## src/rtl/pipeline_types.sv

```systemverilog
// Shared pipeline payload types and sizing constants for the front end.
package pipeline_types;

    localparam int unsigned XLEN             = 32;
    localparam int unsigned IQ_DEPTH_DEFAULT = 4;

    typedef struct packed {
        logic [XLEN-1:0] pc;
        logic [XLEN-1:0] inst;
    } fetch_entry_t;

endpackage : pipeline_types

```

## src/rtl/fetch_queue.sv

```systemverilog
// Circular instruction queue with a registered head: a pushed entry is
// visible one cycle after the push, and the head holds its value when empty.
module fetch_queue
    import pipeline_types::*;
#(
    parameter int unsigned DEPTH = IQ_DEPTH_DEFAULT,
    localparam int unsigned PW   = $clog2(DEPTH),
    localparam int unsigned CW   = PW + 1
) (
    input  logic         clk,
    input  logic         reset,
    input  logic         flush_i,
    input  logic         push_i,
    input  fetch_entry_t push_data_i,
    input  logic         pop_i,
    output logic         head_valid_o,
    output fetch_entry_t head_o,
    output logic [CW-1:0] count_o
);

    fetch_entry_t   mem_q [DEPTH];
    fetch_entry_t   mem_d [DEPTH];
    logic [PW-1:0]  wr_ptr_q, wr_ptr_d;
    logic [PW-1:0]  rd_ptr_q, rd_ptr_d;
    logic [CW-1:0]  count_q, count_d;
    logic           head_valid_q, head_valid_d;
    fetch_entry_t   head_q, head_d;

    // Next-state: the head register is loaded from the post-update storage,
    // so a push into an empty queue lands in the head exactly one cycle later.
    always_comb begin
        mem_d        = mem_q;
        wr_ptr_d     = wr_ptr_q;
        rd_ptr_d     = rd_ptr_q;
        count_d      = count_q;
        head_valid_d = head_valid_q;
        head_d       = head_q;

        if (flush_i) begin
            wr_ptr_d     = '0;
            rd_ptr_d     = '0;
            count_d      = '0;
            head_valid_d = 1'b0;
        end else begin
            if (push_i) begin
                mem_d[wr_ptr_q] = push_data_i;
                wr_ptr_d        = wr_ptr_q + PW'(1);
            end
            if (pop_i) begin
                rd_ptr_d = rd_ptr_q + PW'(1);
            end
            count_d      = count_q + CW'(push_i) - CW'(pop_i);
            head_valid_d = (count_d != '0);
            if (count_d != '0) begin
                head_d = mem_d[rd_ptr_d];
            end
        end
    end

    always_ff @(posedge clk) begin
        if (reset) begin
            wr_ptr_q     <= '0;
            rd_ptr_q     <= '0;
            count_q      <= '0;
            head_valid_q <= 1'b0;
            head_q       <= '0;
        end else begin
            wr_ptr_q     <= wr_ptr_d;
            rd_ptr_q     <= rd_ptr_d;
            count_q      <= count_d;
            head_valid_q <= head_valid_d;
            head_q       <= head_d;
        end
    end

    // Storage carries no reset; validity is tracked by the pointers/count.
    always_ff @(posedge clk) begin
        mem_q <= mem_d;
    end

    assign head_valid_o = head_valid_q;
    assign head_o       = head_q;
    assign count_o      = count_q;

endmodule : fetch_queue

```

## src/rtl/fetch_unit.sv

```systemverilog
// Instruction fetch: credit-limited request generation, in-order response
// capture with stale-response discard after redirect, and a decode-side queue.
module fetch_unit
    import pipeline_types::*;
#(
    parameter logic [31:0]  RESET_PC = 32'h0000_0000,
    parameter int unsigned  IQ_DEPTH = IQ_DEPTH_DEFAULT,
    localparam int unsigned CW       = $clog2(IQ_DEPTH) + 1
) (
    input  logic        clk,
    input  logic        reset,
    output logic        imem_req_o,
    output logic [31:0] imem_addr_o,
    input  logic        imem_gnt_i,
    input  logic        imem_rvalid_i,
    input  logic [31:0] imem_rdata_i,
    input  logic        redirect_i,
    input  logic [31:0] redirect_pc_i,
    output logic        inst_valid_o,
    output logic [31:0] inst_o,
    output logic [31:0] pc_o,
    input  logic        inst_ready_i
);

    logic [31:0]   fetch_pc_q, fetch_pc_d;
    logic [31:0]   resp_pc_q, resp_pc_d;
    logic [CW-1:0] outstanding_q, outstanding_d;
    logic [CW-1:0] discard_q, discard_d;
    logic [CW-1:0] iq_count;
    logic [31:0]   redirect_pc_aligned;
    logic          grant;
    logic          push;
    logic          pop;
    fetch_entry_t  push_data;
    fetch_entry_t  head;
    logic          head_valid;

    assign redirect_pc_aligned = redirect_pc_i & ~32'h0000_0003;

    // Requests in flight plus queued entries never exceed the queue size.
    assign imem_req_o  = !reset && !redirect_i &&
                         ((outstanding_q + iq_count) < CW'(IQ_DEPTH));
    assign imem_addr_o = fetch_pc_q;
    assign grant       = imem_req_o && imem_gnt_i;

    assign push           = !reset && !redirect_i && imem_rvalid_i && (discard_q == '0);
    assign pop            = !reset && !redirect_i && head_valid && inst_ready_i;
    assign push_data.pc   = resp_pc_q;
    assign push_data.inst = imem_rdata_i;

    always_comb begin
        fetch_pc_d    = fetch_pc_q;
        resp_pc_d     = resp_pc_q;
        discard_d     = discard_q;
        outstanding_d = outstanding_q + CW'(grant) - CW'(imem_rvalid_i);

        if (redirect_i) begin
            // Everything still in flight after this cycle is now stale.
            fetch_pc_d = redirect_pc_aligned;
            resp_pc_d  = redirect_pc_aligned;
            discard_d  = outstanding_d;
        end else begin
            if (grant) begin
                fetch_pc_d = fetch_pc_q + 32'd4;
            end
            if (imem_rvalid_i) begin
                if (discard_q != '0) begin
                    discard_d = discard_q - CW'(1);
                end else begin
                    resp_pc_d = resp_pc_q + 32'd4;
                end
            end
        end
    end

    always_ff @(posedge clk) begin
        if (reset) begin
            fetch_pc_q    <= RESET_PC;
            resp_pc_q     <= RESET_PC;
            outstanding_q <= '0;
            discard_q     <= '0;
        end else begin
            fetch_pc_q    <= fetch_pc_d;
            resp_pc_q     <= resp_pc_d;
            outstanding_q <= outstanding_d;
            discard_q     <= discard_d;
        end
    end

    fetch_queue #(
        .DEPTH (IQ_DEPTH)
    ) u_fetch_queue (
        .clk          (clk),
        .reset        (reset),
        .flush_i      (redirect_i),
        .push_i       (push),
        .push_data_i  (push_data),
        .pop_i        (pop),
        .head_valid_o (head_valid),
        .head_o       (head),
        .count_o      (iq_count)
    );

    assign inst_valid_o = head_valid;
    assign inst_o       = head.inst;
    assign pc_o         = head.pc;

endmodule : fetch_unit

```

## config.mk

```make
export PLATFORM = sky130hd
export DESIGN_NAME = fetch_unit
export DESIGN_NICKNAME = d
export VERILOG_FILES = /design/src/rtl/pipeline_types.sv /design/src/rtl/fetch_queue.sv /design/src/rtl/fetch_unit.sv
export SDC_FILE = /design/constraint.sdc
export NUM_CORES = 1
export LEC_CHECK = 0
export BUFFER_PORTS_ARGS = -buffer_cell sky130_fd_sc_hd__buf_2
export CAP_MARGIN = 10
export CORE_MARGIN = 2
export CORE_UTILIZATION = 31
export CTS_CLUSTER_DIAMETER = 120
export DETAILED_ROUTE_END_ITERATION = 6
export GPL_TIMING_DRIVEN = 0
export SLEW_MARGIN = 20
export SYNTH_ARGS = -nofsm -noshare
export SYNTH_HDL_FRONTEND = slang
export SYNTH_HIERARCHICAL = 1
export SYNTH_SLANG_ARGS = --single-unit
```

## constraint.sdc

```tcl
create_clock -name clk -period 5.76 [get_ports clk]
set_clock_uncertainty 0.05 [all_clocks]
set_input_delay 0.576 -clock clk [delete_from_list [all_inputs] [get_ports clk]]
set_output_delay 0.576 -clock clk [all_outputs]
set_load 0.01 [all_outputs]
```

==> run metrics <==
run status finished, final reports clean; final WL 66140 µm; Pleak 9.987 nW; overall power 6.948 mW; commonest non-fill, non-tap cells in the layout nand2_1 (801), edfxtp_1 (256), or3_1 (232); worst slew pin tran 1.043 ns; Rel. slew slack 30.44%; final net count 2524; VDD IR max 0.1721 mV; EDFF count, synth 256; CP max FO 10; register area share after synthesis 51.22%; Final min period 4.160 ns; Critical path origin redirect_i; worst r2r src discard_q[1]; Die Wd 260.5 µm; R2R Setup Slk 1.94 ns; post-synthesis cell count 2209; largest net degree at the start of global routing 35; clk sinks 394; Filler cells 6606; dpl cells 3256; Post-CTS Setup Inserts 0; CP arrival 4.59 ns; Post-synth ARST share 0%; Post-route DRC 0; grt total ovfl 0; Simple-Gate Fraction of Synth Area 25.62%; CP top delay family simple AND/OR/NAND/NOR gates; PortBufs 162; PwrDens 291.0 nW/µm²; CTS buffer count 45; register area 10450 µm²; Top FF cell, synth edfxtp_1; CP max-delay cell a31oi_4; fin crit share 72.22%; fmax 240.4 MHz; max-capacitance violation count 0; GRT Overall Usage 19.19%; Worst Path Buf+Inv 3; core area 65510 µm²; post-route insts no fill 3336; IO Pins 168; first-pass GRT wire length 101000 µm; final core utilization 36.45%; Chip Height 260.5 µm; CTS tree yes; XOR/XNOR Fraction of Synth Area 3.048%; Avg Vias per Cell 5.260; adder-cell share of the synthesized area 0.9935%; Worst EP required 6.19 ns; CP most frequent cell ha_1; Post-DRT Antenna Nets 0; RePlAce Congestion 0.8462; crit start category input pin; via count 17549; fin. max-slew vios 0; mux cell area share after synthesis 0.3189%; die area 67880 µm²; Cell variety after synth 60; initial antenna violation count 2; RSZ-0062 raised after global routing no; CTS root buffer clkbuf_16; Final Hold Viols 0; crit end category flop; Worst R2R End u_fetch_queue/head_o[21]; Yosys warning count 6; clock tree buffer depth 3; syn avg cell area 9.236 µm²; multi-input logic area 9036 µm²; Hold-fix buffers, CTS 0; register bit total from synthesis 394; clk_lat worst skew 0.57 ns; vias in the first global route 17152; CTS HTree Levels 2; Crit Path Category in -> reg; 1st-iter DRT viols 1532; Worst Setup EP u_fetch_queue/head_o[21]; CTS-repair resized insts 0; CTS clk-pin slew, worst paths 0.06 ns; DPL Wire Length 46750 µm; CP peak stage delay 0.60 ns; DR WL/cell 19.83 µm; post-synthesis compound-gate area fraction 14.06%; layout cell share with drive strength beyond 1 14.04%; Cell Rows 94; largest family of logic cells by synthesized area simple AND/OR/NAND/NOR gates; worst hold slack 0.2582 ns; Final TNS setup 0 ns; HP Class in -> reg; most common cell after layout, fill and taps aside nand2_1; Setup Viol. Count Final 0; mapped cell area 20400 µm²; Pre-antenna DRT Iters 5; total stage count of the critical path 12; Area growth, synth to finish 17.04%; Starting Density 31.14%; critical path cell sequence buf_2, nor2_1, and3_1, ha_1, inv_1, ha_1, fa_1, xor3_2, a31oi_4, clkbuf_1, o21bai_1, a221oi_2; Worst R2R Path Depth 11
registers in the layout, summed over array words and instances (netlist names):
signal / flops
outstanding_q: 3
u_fetch_queue/head_valid_o: 1
u_fetch_queue/count_o: 3
u_fetch_queue/head_o: 64
u_fetch_queue/rd_ptr_q: 2
u_fetch_queue/wr_ptr_q: 2
imem_addr_o: 30
discard_q: 3
resp_pc_q: 30
u_fetch_queue/mem_q: 256
through the flow:
stage | setup WS, ns | instance area (µm²)
floorplan | 0.9886 | 20450
global placement | -1.507 | 22350
detailed placement | 1.072 | 22510
CTS | 1.678 | 23880
global route | 1.545 | 23880
finish | 1.600 | 23880
cell families after synthesis:
| family | after synthesis |
|---|---|
| and+or+nand+nor | 1155 |
| DFF | 394 |
| AOI/OAI and AO/OA | 355 |
| buffers and inverters | 218 |
| xor gates and xnor gates | 67 |
| adders and majority gates | 15 |
| muxes | 4 |
| other | 1 |
worst min path at each step:
stage | from | end | slack [ns] | depth (start not counted)
floorplan | u_fetch_queue/mem_q[0] | u_fetch_queue/mem_q[0] | 0.46 | 2
global placement | imem_addr_o[3] | imem_addr_o[3] | 0.46 | 2
detailed placement | u_fetch_queue/head_o[13] | u_fetch_queue/head_o[13] | 0.47 | 2
CTS | redirect_pc_i[4] | resp_pc_q[4] | 0.23 | 3
global route | redirect_pc_i[4] | resp_pc_q[4] | 0.26 | 3
finish | redirect_pc_i[4] | resp_pc_q[4] | 0.26 | 3
layout make-up:
| class | count | share of cell area, % |
|---|---|---|
| multi-input combinational | 1610 | 37.84 |
| antenna | 1 | 0.01048 |
| tap | 864 | 4.527 |
| inverter | 47 | 0.7545 |
| sequential | 394 | 43.76 |
| buffer | 171 | 3.301 |
| clock buffer | 64 | 5.350 |
| clock inverter | 15 | 0.3877 |
| timing repair buffer | 170 | 4.066 |
tightest hold or removal path: stages:
cell and delay, ns:
buf_2 0.09, o21bai_1 0.08, a21oi_1 0.10
power by group:
part	leakage, nW	internal [mW]	switching (mW)
clock network	0.671	1.57	1.15
logic	5.67	0.323	0.509
registers	3.64	3.24	0.152
total	9.99	5.13	1.81
per-layer routing:
layer | part of all wire, % | global-route usage, % | vias to the layer above
met5 | 0 | 0 | -
met4 | 3.3 | 6.587 | 0
met3 | 8.3 | 4.002 | 132
met2 | 46 | 31.29 | 738
met1 | 42 | 25.24 | 8418
li1 | - | - | 8261
cell usage after synthesis, drive strengths merged, types with 3 or more instances:
master | count | share of area, %
nor4b | 3 | 0.16
edfxtp | 256 | 38
dfxtp | 138 | 14
and3 | 11 | 0.36
ha | 13 | 0.80
and4 | 6 | 0.26
nor3 | 8 | 0.25
o21bai | 66 | 2.4
buf | 77 | 2.1
o221ai | 24 | 1.0
xnor2 | 34 | 1.5
clkbuf | 94 | 1.7
a221oi | 64 | 3.5
nand2 | 801 | 15
a21boi | 53 | 2.0
nand4 | 18 | 0.55
nor4 | 18 | 0.61
inv | 47 | 0.86
nor2 | 18 | 0.33
a31oi | 3 | 0.17
nand3 | 21 | 0.54
a21oi | 32 | 0.78
or3 | 233 | 7.2
and2 | 5 | 0.16
xor2 | 32 | 1.5
mux2i | 4 | 0.32
o211ai | 105 | 3.9
Note: power is estimated with default switching activity, not from simulation.
